==> config.mk <==
export PLATFORM = sky130hd
export DESIGN_NAME = id_stage
export DESIGN_NICKNAME = d
export VERILOG_FILES = /design/src/rtl/id_stage.sv
export SDC_FILE = /design/constraint.sdc
export NUM_CORES = 2
export LEC_CHECK = 0
export BUFFER_PORTS_ARGS = -buffer_cell sky130_fd_sc_hd__buf_4
export CAP_MARGIN = 15
export CORE_ASPECT_RATIO = 0.75
export CORE_MARGIN = 3
export CORE_UTILIZATION = 55
export DETAILED_ROUTE_END_ITERATION = 16
export PLACE_DENSITY = 0.72
export SYNTH_ARGS = -nofsm -noshare
export SYNTH_HDL_FRONTEND = slang
export SYNTH_SLANG_ARGS = --single-unit
==> constraint.sdc <==
create_clock -name CLK -period 3.7 [get_ports CLK]
set_clock_uncertainty 0.15 [all_clocks]
set_input_delay 0.37 -clock CLK [delete_from_list [all_inputs] [get_ports CLK]]
set_output_delay 0.37 -clock CLK [all_outputs]
set_load 0.005 [all_outputs]
==> src/rtl/id_stage.sv <==
// MIPS instruction-decode stage: 32x32 register file with write-through bypass,
// immediate extension, and the ID/EX pipeline register with stall and flush.
module id_stage (
   input  logic        CLK,
   input  logic        RST,
   input  logic [31:0] Ins_in,
   input  logic [31:0] nextPC_in,
   input  logic        Stall,
   input  logic        Flush,
   input  logic        Wen,
   input  logic [4:0]  Waddr,
   input  logic [31:0] Wdata,
   output logic [31:0] Ins,
   output logic [31:0] nextPC,
   output logic [31:0] Rdata1,
   output logic [31:0] Rdata2,
   output logic [31:0] Ed32
);

   // Handshake: none. Stall and Flush are level-sampled on every rising CLK
   // edge; Flush wins over Stall, and write-back is never blocked by either.

   localparam logic [31:0] INS_NOP = 32'h0000_0000;

   localparam logic [5:0] OP_ANDI = 6'h0C;
   localparam logic [5:0] OP_ORI  = 6'h0D;
   localparam logic [5:0] OP_XORI = 6'h0E;
   localparam logic [5:0] OP_LUI  = 6'h0F;

   logic [31:0] rf [32];

   logic [5:0]  opcode;
   logic [4:0]  rs;
   logic [4:0]  rt;
   logic [15:0] imm;

   logic        wr_en;
   logic [31:0] rd1;
   logic [31:0] rd2;
   logic [31:0] ext_imm;

   logic [4:0]  held_rs;
   logic [4:0]  held_rt;
   logic        refresh1;
   logic        refresh2;

   assign opcode = Ins_in[31:26];
   assign rs     = Ins_in[25:21];
   assign rt     = Ins_in[20:16];
   assign imm    = Ins_in[15:0];

   // r0 is hardwired to zero, so a write addressed to it is dropped everywhere:
   // array, bypass and stall refresh all key off this one qualified enable.
   assign wr_en = Wen && (Waddr != 5'd0);

   always_ff @(posedge CLK or negedge RST) begin
      if (!RST) begin
         for (int i = 0; i < 32; i++) begin
            rf[i] <= '0;
         end
      end else if (wr_en) begin
         rf[Waddr] <= Wdata;
      end
   end

   always_comb begin
      rd1 = '0;
      if (rs != 5'd0) begin
         rd1 = (wr_en && (Waddr == rs)) ? Wdata : rf[rs];
      end
   end

   always_comb begin
      rd2 = '0;
      if (rt != 5'd0) begin
         rd2 = (wr_en && (Waddr == rt)) ? Wdata : rf[rt];
      end
   end

   always_comb begin
      ext_imm = {{16{imm[15]}}, imm};
      case (opcode)
         OP_ANDI, OP_ORI, OP_XORI: ext_imm = {16'h0000, imm};
         OP_LUI:                   ext_imm = {imm, 16'h0000};
         default:                  ext_imm = {{16{imm[15]}}, imm};
      endcase
   end

   // During a stall the held operands track write-back to their own source
   // registers so they are not stale when the stall releases.
   assign held_rs  = Ins[25:21];
   assign held_rt  = Ins[20:16];
   assign refresh1 = wr_en && (Waddr == held_rs);
   assign refresh2 = wr_en && (Waddr == held_rt);

   always_ff @(posedge CLK or negedge RST) begin
      if (!RST) begin
         Ins    <= INS_NOP;
         nextPC <= '0;
         Rdata1 <= '0;
         Rdata2 <= '0;
         Ed32   <= '0;
      end else if (Flush) begin
         Ins    <= INS_NOP;
         nextPC <= '0;
         Rdata1 <= '0;
         Rdata2 <= '0;
         Ed32   <= '0;
      end else if (Stall) begin
         if (refresh1) begin
            Rdata1 <= Wdata;
         end
         if (refresh2) begin
            Rdata2 <= Wdata;
         end
      end else begin
         Ins    <= Ins_in;
         nextPC <= nextPC_in;
         Rdata1 <= rd1;
         Rdata2 <= rd2;
         Ed32   <= ext_imm;
      end
   end

endmodule

==> results.json <==
{
  "seq_power_share_pct": 46.5,
  "fin_crit_sh_pct": 78.91,
  "drc": 0,
  "yosys.cell_types.count": 62,
  "route.detailed.vias_per_inst": 6.990,
  "drt_iter0_drc": 5555,
  "die-area_um2": 115500,
  "reg2reg_from": "Ins[23]$_DFFE_PN0P_",
  "synth_enable_flop_cells": 0,
  "synth.most_common_cell": "dfrtp_1",
  "numCtsBuffers": 119,
  "gp_congestion": 0.9406,
  "die_h_um": 295.0,
  "crit_end": "Rdata2[17]$_DFFE_PN0P_",
  "slew_headroom_pct": 21.95,
  "port_buffers": 265,
  "syn_inst": 4483,
  "synth.area.top_cells": "dfrtp_1 48%, mux2_2 19%, mux4_2 10%",
  "timing.fmax_mhz": 342.5,
  "power.total_mw": 36.48,
  "seqCellArea_um2": 29630,
  "initial_core_util_pct": 55.72,
  "timing.hold.ws_ps": 42.01,
  "status": "completed",
  "area_growth_pct": 14.45,
  "r2r_cells": 6,
  "die_x_um": 391.4,
  "clkPwrFrac_pct": 34.1,
  "fill_cells": 8088,
  "layout.nets": 4791,
  "cts_setup_buffers": 0,
  "synth_top_cell_area_share_pct": 48.36,
  "max-clock-path-buffers": 3,
  "io_pins": 266,
  "synth_commonest_cells": "1,184 x dfrtp_1, 1,025 x mux2_2, 558 x mux2i_1",
  "seq_area_frac_synth_pct": 48.36,
  "hold_viol_final": 0,
  "dp_hpwl_um": 128600,
  "drtAntennaViolNets": 0,
  "grt_pass1_vias": 43060,
  "drt_first_pass_iters": 8,
  "overflow": 0,
  "endpoint_kind": "flop",
  "intPower_mw": 26.34,
  "path_clk_slew_ps": 70,
  "swShare_pct": 27.80,
  "startpoint_type": "input pin",
  "track_usage_pct": 35.04,
  "yosysWarnings": 0,
  "arrival_ps": 3380,
  "synth_flop_cell": "dfrtp_1",
  "ir_worst_vdd_v": 0.0004034,
  "root_buffer": "clkbuf_16",
  "h-tree-depth": 3,
  "drt-total-wl_um": 203700,
  "regToRegSetupSlack_ps": 850,
  "row_count": 105,
  "detail_route.wl_per_cell_um": 32.73,
  "clock_sinks": 1184,
  "fin_crit_ps": 2920,
  "maxCapViolations": 0,
  "drv_slew": 0,
  "grt_max_degree": 119,
  "pwr-share-comb_pct": 19.3,
  "r2r-end": "Rdata1[10]$_DFFE_PN0P_",
  "min_path_type": "in -> reg",
  "rsz0062_at_grt": "false",
  "tns_ps": 0,
  "clock_latency_ps": 740,
  "syn_area_per_cell_um2": 13.67,
  "antenna_found_initial": 4,
  "leakage_nw": 31.69,
  "power_density_nw_per_um2": 520.2,
  "async_reset_ff_share_pct": 100.0,
  "setup_violations": 0,
  "synth-seq-cells": 1184,
  "p_sw_mw": 10.14,
  "cts_tree": "built",
  "cp_max_fo": 13,
  "syn-num-nets": 4589,
  "multi_input_area_um2": 29780,
  "vias": 43500,
  "drive_above_1_share_pct": 42.36,
  "crit_type": "in -> reg",
  "startpoint": "Ins_in[20]",
  "worstPathRequired_ps": 4160,
  "grt_pass1_wl_um": 297800,
  "yosys.area.top_type": "dfrtp_1",
  "worst_slew_pin_slew_ps": 1166,
  "netlist_area_um2": 61270,
  "core_area_um2": 110000
}
[layout make-up]
cell class                      count  area share [%]
Tap cell                         1444           2.577
Clock inverter                     38          0.6263
Sequential cell                  1184           42.25
Clock buffer                      176           5.087
Timing Repair Buffer              556           6.964
Multi-Input combinational cell   2822           42.48
Antenna cell                        1        0.003569
Inverter                            2         0.01071
[registers in the layout, indices dropped and copies added, names as in the netlist]
name and count:
Ed32 32, nextPC 32, Ins 32, Rdata2 32
Rdata1 32, rf 1024
[critical path, stage by stage]
cell           delay, ps
dlygate4sd3_1        530
buf_4                260
and2_1               480
nand2_1              480
o22ai_1              490
nor3_1               200
and4_1               280
o32ai_1              260
[cells by family after synthesis]
family / share of synthesized area, %
buf+inv: 3.519
compound gates: 6.031
simple gates: 3.703
mux: 38.10
xor+xnor: 0.2859
flops: 48.36
[through the flow]
stage	area [µm²]	setup WS, ps	cells	utilization [%]
after CTS	70120	908.2	6222	63.77
after floorplan	61270	1315	4483	-
after detailed placement	65230	595.8	5920	59.32
after global placement	65230	541.9	5920	59.32
after global routing	70120	833.4	6222	63.77
final	70120	780.5	6223	63.77
[metal layers]
metal	part of all wire, %	routed length (µm)	track usage (%)	vias up
li1	-	-	-	17470
met1	42	86010	52.20	22900
met2	42	85420	49.34	2698
met3	12	24850	10.51	419
met4	3.6	7368	11.09	6
met5	0.019	39	0	-
[layout by cell type, fill, tap and decap left out, types with 7 or more instances in the layout]
cell and count:
dfrtp_1 1184, mux2_2 1025, mux2i_1 558, buf_4 427, mux4_2 276, a22oi_1 177
clkbuf_16 123, nor2_1 121, o22ai_1 120, dlygate4sd3_1 88, nand3_1 57, nand2_1 53
buf_12 37, o21ai_0 35, a221o_1 34, nand4_1 32, clkbuf_8 29, a211oi_1 28
clkbuf_1 24, o32ai_1 22, a21oi_1 21, or3_1 20, nor2_4 18, a22o_1 17
nor4_1 17, clkinv_2 17, nor3_1 16, nand2_2 16, xnor2_1 14, nor2b_1 14
nand2b_1 12, a211o_1 10, clkinvlp_4 9, bufinv_16 8, nor3b_1 7, a221oi_1 7
o21ai_1 7
[power by group through the flow]
stage	clock network (mW)	logic, mW	registers [mW]
final	12.5	7.05	17.0
after global routing	13.1	7.51	17.2
after CTS	12.6	6.99	16.9
after detailed placement	0	6.88	17.1
after global placement	0	6.72	16.9
after floorplan	0	4.93	16.5
[what timing repair did]
item                                   in CTS  in global routing
hold buffers                               88                  0
gates resized for setup                     0                  0
endpoints found under the hold margin     566                  0
[how the worst min path moves through the flow]
stage / startpoint / endpoint / slack [ps] / cells after the start
after global placement: rf[997]$_DFFE_PN0P_ / rf[997]$_DFFE_PN0P_ / 230 / 0
after floorplan: RST / Ed32[0]$_DFFE_PN0P_ / -80 / 0
after detailed placement: rf[1002]$_DFFE_PN0P_ / rf[1002]$_DFFE_PN0P_ / 230 / 0
final: Wdata[6] / Rdata1[6]$_DFFE_PN0P_ / 40 / 2
after global routing: Wdata[20] / Rdata2[20]$_DFFE_PN0P_ / 30 / 2
after CTS: Wdata[6] / Rdata1[6]$_DFFE_PN0P_ / 3 / 2
Power figures use the tool's default switching activity.
